$ cat config.mk
export PLATFORM = sky130hd
export DESIGN_NAME = aes_shares_io_buffer
export DESIGN_NICKNAME = d
export VERILOG_FILES = /design/src/rtl/aes_shares_io_buffer.sv
export SDC_FILE = /design/constraint.sdc
export NUM_CORES = 1
export LEC_CHECK = 0
export ABC_AREA = 1
export BUFFER_PORTS_ARGS = -buffer_cell sky130_fd_sc_hd__buf_2
export CAP_MARGIN = 30
export CORE_AREA = 4 4 248 250
export DETAILED_ROUTE_END_ITERATION = 6
export DIE_AREA = 0 0 252 254
export PLACE_DENSITY_LB_ADDON = 0.25
export SLEW_MARGIN = 0
export SYNTH_ARGS = -nofsm -noshare
export SYNTH_HDL_FRONTEND = slang
export SYNTH_SLANG_ARGS = --single-unit
$ cat constraint.sdc
create_clock -name clk -period 1.9 [get_ports clk]
set_input_delay 0.38 -clock clk [delete_from_list [all_inputs] [get_ports clk]]
set_output_delay 0.38 -clock clk [all_outputs]
set_load 0.01 [all_outputs]
$ cat src/rtl/aes_shares_io_buffer.sv
// Share-level beat<->block adapter for the masked AES core: four 32*d-bit beats in, one 128*d-bit block out, and back.
// Optional macro AES_IO_PT_PREFETCH_EN adds a fill buffer ahead of the plaintext buffer.
module aes_shares_io_buffer #(
    parameter int d = 2
) (
    input  logic              clk,
    input  logic              rst,
    input  logic [32*d-1:0]   in_data,
    input  logic              in_valid,
    output logic              in_ready,
    output logic [128*d-1:0]  pt_data,
    output logic              pt_valid,
    input  logic              pt_ready,
    input  logic [128*d-1:0]  ct_data,
    input  logic              ct_capture,
    output logic              ct_busy,
    output logic              ct_overrun,
    output logic [32*d-1:0]   out_data,
    output logic              out_valid,
    input  logic              out_ready
);
    localparam int BW = 32*d;
    localparam int KW = 128*d;

    typedef enum logic {FILL, FULL} in_state_t;
    typedef enum logic {IDLE, SEND} out_state_t;

    in_state_t     r_in_state, w_in_next;
    out_state_t    r_out_state, w_out_next;
    logic [1:0]    r_ic, r_oc;
    logic [KW-1:0] r_pt, r_ct;
    logic          r_ovr;
    logic          w_in_acc, w_pt_hs, w_out_hs, w_cap;

    assign in_ready = !rst && (r_in_state == FILL);
    assign w_in_acc = in_valid && in_ready;
    assign w_pt_hs  = pt_valid && pt_ready;
    assign pt_data  = r_pt;

`ifdef AES_IO_PT_PREFETCH_EN
    logic [KW-1:0] r_fill;
    logic          r_pt_valid;
    logic          w_xfer;

    // FULL here means the fill buffer is full; it drains into r_pt when that slot frees up
    assign w_xfer   = (r_in_state == FULL) && (!r_pt_valid || pt_ready);
    assign pt_valid = r_pt_valid;

    always_comb begin
        w_in_next = r_in_state;
        case (r_in_state)
            FILL:    if (w_in_acc && r_ic == 2'd3) w_in_next = FULL;
            FULL:    if (w_xfer) w_in_next = FILL;
            default: w_in_next = FILL;
        endcase
    end

    always_ff @(posedge clk) begin
        if (rst) begin
            r_in_state <= FILL;
            r_ic       <= '0;
            r_fill     <= '0;
            r_pt       <= '0;
            r_pt_valid <= 1'b0;
        end else begin
            r_in_state <= w_in_next;
            if (w_in_acc) begin
                r_fill[r_ic*BW +: BW] <= in_data;
                r_ic                  <= r_ic + 2'd1;
            end
            if (w_xfer) begin
                r_pt       <= r_fill;
                r_pt_valid <= 1'b1;
            end else if (w_pt_hs) begin
                r_pt_valid <= 1'b0;
            end
        end
    end
`else
    assign pt_valid = (r_in_state == FULL);

    always_comb begin
        w_in_next = r_in_state;
        case (r_in_state)
            FILL:    if (w_in_acc && r_ic == 2'd3) w_in_next = FULL;
            FULL:    if (w_pt_hs) w_in_next = FILL;
            default: w_in_next = FILL;
        endcase
    end

    always_ff @(posedge clk) begin
        if (rst) begin
            r_in_state <= FILL;
            r_ic       <= '0;
            r_pt       <= '0;
        end else begin
            r_in_state <= w_in_next;
            if (w_in_acc) begin
                r_pt[r_ic*BW +: BW] <= in_data;
                r_ic                <= r_ic + 2'd1;
            end
        end
    end
`endif

    assign ct_busy    = (r_out_state == SEND);
    assign out_valid  = ct_busy;
    assign out_data   = r_ct[BW-1:0];
    assign ct_overrun = r_ovr;
    assign w_out_hs   = out_valid && out_ready;
    assign w_cap      = ct_capture && (r_out_state == IDLE);

    always_comb begin
        w_out_next = r_out_state;
        case (r_out_state)
            IDLE:    if (ct_capture) w_out_next = SEND;
            SEND:    if (w_out_hs && r_oc == 2'd3) w_out_next = IDLE;
            default: w_out_next = IDLE;
        endcase
    end

    // The block is shifted down one beat per handshake so out_data is always a fixed register slice
    always_ff @(posedge clk) begin
        if (rst) begin
            r_out_state <= IDLE;
            r_oc        <= '0;
            r_ct        <= '0;
            r_ovr       <= 1'b0;
        end else begin
            r_out_state <= w_out_next;
            if (w_cap) begin
                r_ct <= ct_data;
                r_oc <= '0;
            end else if (w_out_hs) begin
                r_ct <= r_ct >> BW;
                r_oc <= r_oc + 2'd1;
            end
            if (ct_capture && ct_busy)
                r_ovr <= 1'b1;
        end
    end
endmodule

==> summary.txt <==
Synthesis
  – Syn avg cell area: 6.177 sq um
  – Post-synth EDFFs: 0
  – Area of the mapped netlist: ~25,000 sq um
  – Compound-gate portion of the synthesized area: 9.033%
  – Post-synth cell types: 22
  – Largest cells by area after synthesis: dfxtp_1 41%, nand2_1 21%, inv_1 10%
  – Synthesis Warnings: 0
  – Top post-synthesis cells by count: 1,382 x nand2_1, 679 x inv_1, 650 x nor2_1
  – Syn Nets: 4,386
  – Largest family of logic cells by synthesized area: simple AND/OR/NAND/NOR gates
  – Dominant synthesized flop cell: dfxtp_1
  – Synth Register Bits: 519
  – Cells after Synth: roughly 4.1k
  – Most common cell in the netlist: nand2_1
  – Seq/Total Area, Yosys: between 40% and 50%
  – Post-synthesis mux area share: 0%
  – Synth top area share: a little over 40%
  – Simple-Gate Fraction of Synth Area: around a third
  – Xor/xnor share of the synthesized area: 0%
  – Share of synthesized flip-flops with an asynchronous set or reset: 0%
  – Post-synth top area cell: dfxtp_1
  – Post-synthesis adder-cell area fraction: 0.2998%

Pwr
  – Max VDD drop: about 0.00065 V
  – Power per Cell Area: 884.5 nW/um^2
  – Leakage: 16.32 nW

STA
  – Final setup fails: 0
  – Period utilization: 96.55%
  – Final hold vios: 0
  – Max-slew headroom: about three fifths
  – Worst Tran Pin Value: between 600 and 700 ps
  – Final TNS setup: 0 ps
  – Clk_skew: 22.58 ps
  – Tmin final: ~1800 ps
  – Max frequency: 545.1 MHz
  – RSZ-0062 raised after global routing: no
  – Slew Limit Fails: 0

Worst setup path
  – Crit-path cells: nor2_8 -> buf_2
  – Max incr delay on CP: 370 ps
  – Slowest library cell on the worst path: dfxtp_1
  – Worst endpoint required time: 1520 ps
  – WP buf/inv: 1
  – Top Family by Delay on Critical Path: flip-flops
  – WS Path Type: reg -> out
  – Worst Setup End Kind: output port
  – Max FO, Critical Path: 6
  – Critical Path AT: 1450 ps
  – Startpoint Class: flop

Status
  – Run status: finished clean

Floorplan
  – CORE AREA: about 59,000 sq um
  – Initial Util: 42.43%
  – Height of the die: 254 microns
  – Cell Rows: 89
  – DIE AREA: 64,010 sq um
  – Ports: 651
  – Die X: approximately 250 microns

Clock tree
  – Worst-Skew Late Latency: 620 ps
  – H-Tree Depth: 2
  – CTS root buf: clkbuf_16
  – CTS tree: built
  – CTS Sinks: around 520
  – Clock tree buffer depth: 3
  – CTS clk-pin slew, worst paths: 60 ps
  – Clock buffers created by TritonCTS: 57

Flow run
  – Max-cap violations: 0

Global route
  – Largest net degree at the start of global routing: 120
  – First-pass GRT wire length: 127,200 microns
  – Gr usage total: around a quarter
  – GRT overflow: 0
  – Number of global-route vias before repair: roughly 23k
  – Initial antenna violation count: 3

Drt
  – DR DRC count: 0
  – DR WL/cell: 15.61 microns
  – DRT Pass-1 Iters: 7
  – Total routed wirelength: roughly 84,000 microns
  – Vias/cell: 4.570
  – Via count: 24.66k
  – Iter 0 DRT Violations: 1,709
  – Routed Antenna Nets: 0

Placed design
  – Input/output buffers: 650
  – Placed insts: 5,253
  – Final Wtd Congestion: 0.8604
  – Dpl hpwl: between 60,000 and 70,000 microns

Final layout
  – Fin cells: 5,397
  – Filler cells: 6,201
  – Final nets: a little under 5k
  – Layout cell share with drive strength beyond 1: 18.41%
  – Area Overhead vs Synth: 23.44%

Hold path
  – Hold Crit Class: in -> reg
## worst min-delay path: stages
cell and delay (ps):
buf_2 100, nand2_1 60, a21oi_1 60
## metal layers
layer | wire, microns | up-vias | share of wire [%] | GRT usage, %
met5 | 17 | - | 0.020 | 0
met4 | 3396 | 2 | 4.0 | 9.836
met3 | 5074 | 171 | 6.0 | 3.613
met2 | 39790 | 744 | 47 | 41.28
met1 | 35980 | 10900 | 43 | 32.95
li1 | - | 12850 | - | -
## state kept, by name, summed over array words and instances, names as in the netlist
| register | flops |
|---|---|
| pt_data | 256 |
| pt_valid | 1 |
| r_ct | 256 |
| r_ic | 2 |
| ct_busy | 1 |
| r_oc | 2 |
| ct_overrun | 1 |
## cells by family (layout without fill, tap and decap cells)
family | Yosys count | count (layout)
fa+ha+maj | 6 | 6
flops | 519 | 519
compound gates | 452 | 452
other cells | 0 | 2
buf+inv | 990 | 1558
simple gates | 2087 | 2087
## worst paths after layout
| check | startpoint | endpoint | slack [ps] | depth (start not counted) |
|---|---|---|---|---|
| hold / removal | ct_data[250] | r_ct[250] | 50 | 3 |
| setup reg to reg | r_ic[0] | pt_data[137] | 130 | 8 |
| setup / recovery | pt_valid | in_ready | 70 | 2 |
| hold reg to reg | r_ct[210] | r_ct[210] | 460 | 2 |
## final cells by class
| cell class | instances | area, sq um | share of cell area, % |
|---|---|---|---|
| multi-input cells | 2545 | 10350 | 33.48 |
| clock buffers | 89 | 1789 | 5.788 |
| well taps | 773 | 967.2 | 3.129 |
| clock inverters | 17 | 145.1 | 0.4695 |
| inverters | 684 | 2576 | 8.334 |
| diodes | 2 | 5.005 | 0.01619 |
| flip-flops and latches | 519 | 10390 | 33.62 |
| repair buffers | 768 | 4687 | 15.16 |
## stage by stage
stage	utilization [%]	hold slack, ps	instance area (sq um)	setup WS [ps]	total power (W)
final	52.38	48.17	30910	65.55	0.02734
after global routing	52.37	18.39	30910	12.74	0.02855
after CTS	52.33	2.362	30890	8.591	0.02760
after detailed placement	48.48	453.0	28610	155.1	0.01615
after global placement	48.48	447.7	28610	196.0	0.01611
after floorplan	-	439.0	25050	52.83	0.01461
## where the power goes
group / switching (W) / internal (W)
Clock: 0.00465 / 0.00671
Sequential: 0.000319 / 0.0115
Combinational: 0.00266 / 0.00153
## cells in the final DEF (no fill, tap or decap), types with 4 or more instances in the layout
cell type      synthesis  routed
buf_12                 0      36
dlygate4sd3_1          0      34
clkbuf_1             113      10
inv_1                679     679
clkinv_2               0      13
nand3_1               44      44
nand2_1             1382    1379
nand3_4                4       4
ha_1                   6       5
o21ai_1               44      44
nor2_1               650     649
buf_4                 83      47
o21ai_0               90      90
dfxtp_1              519     518
buf_2                 71     649
clkbuf_8               0      21
a21oi_1              318     318
clkbuf_16              0      59
## what timing repair did
action / CTS / global route
hold buffers: 34 / 0
hold endpoints to repair: 34 / 0
setup buffers: 0 / 2
setup endpoints to repair: 0 / 4
gates resized for setup: 0 / 2
Note: power is estimated with default switching activity, not from simulation.
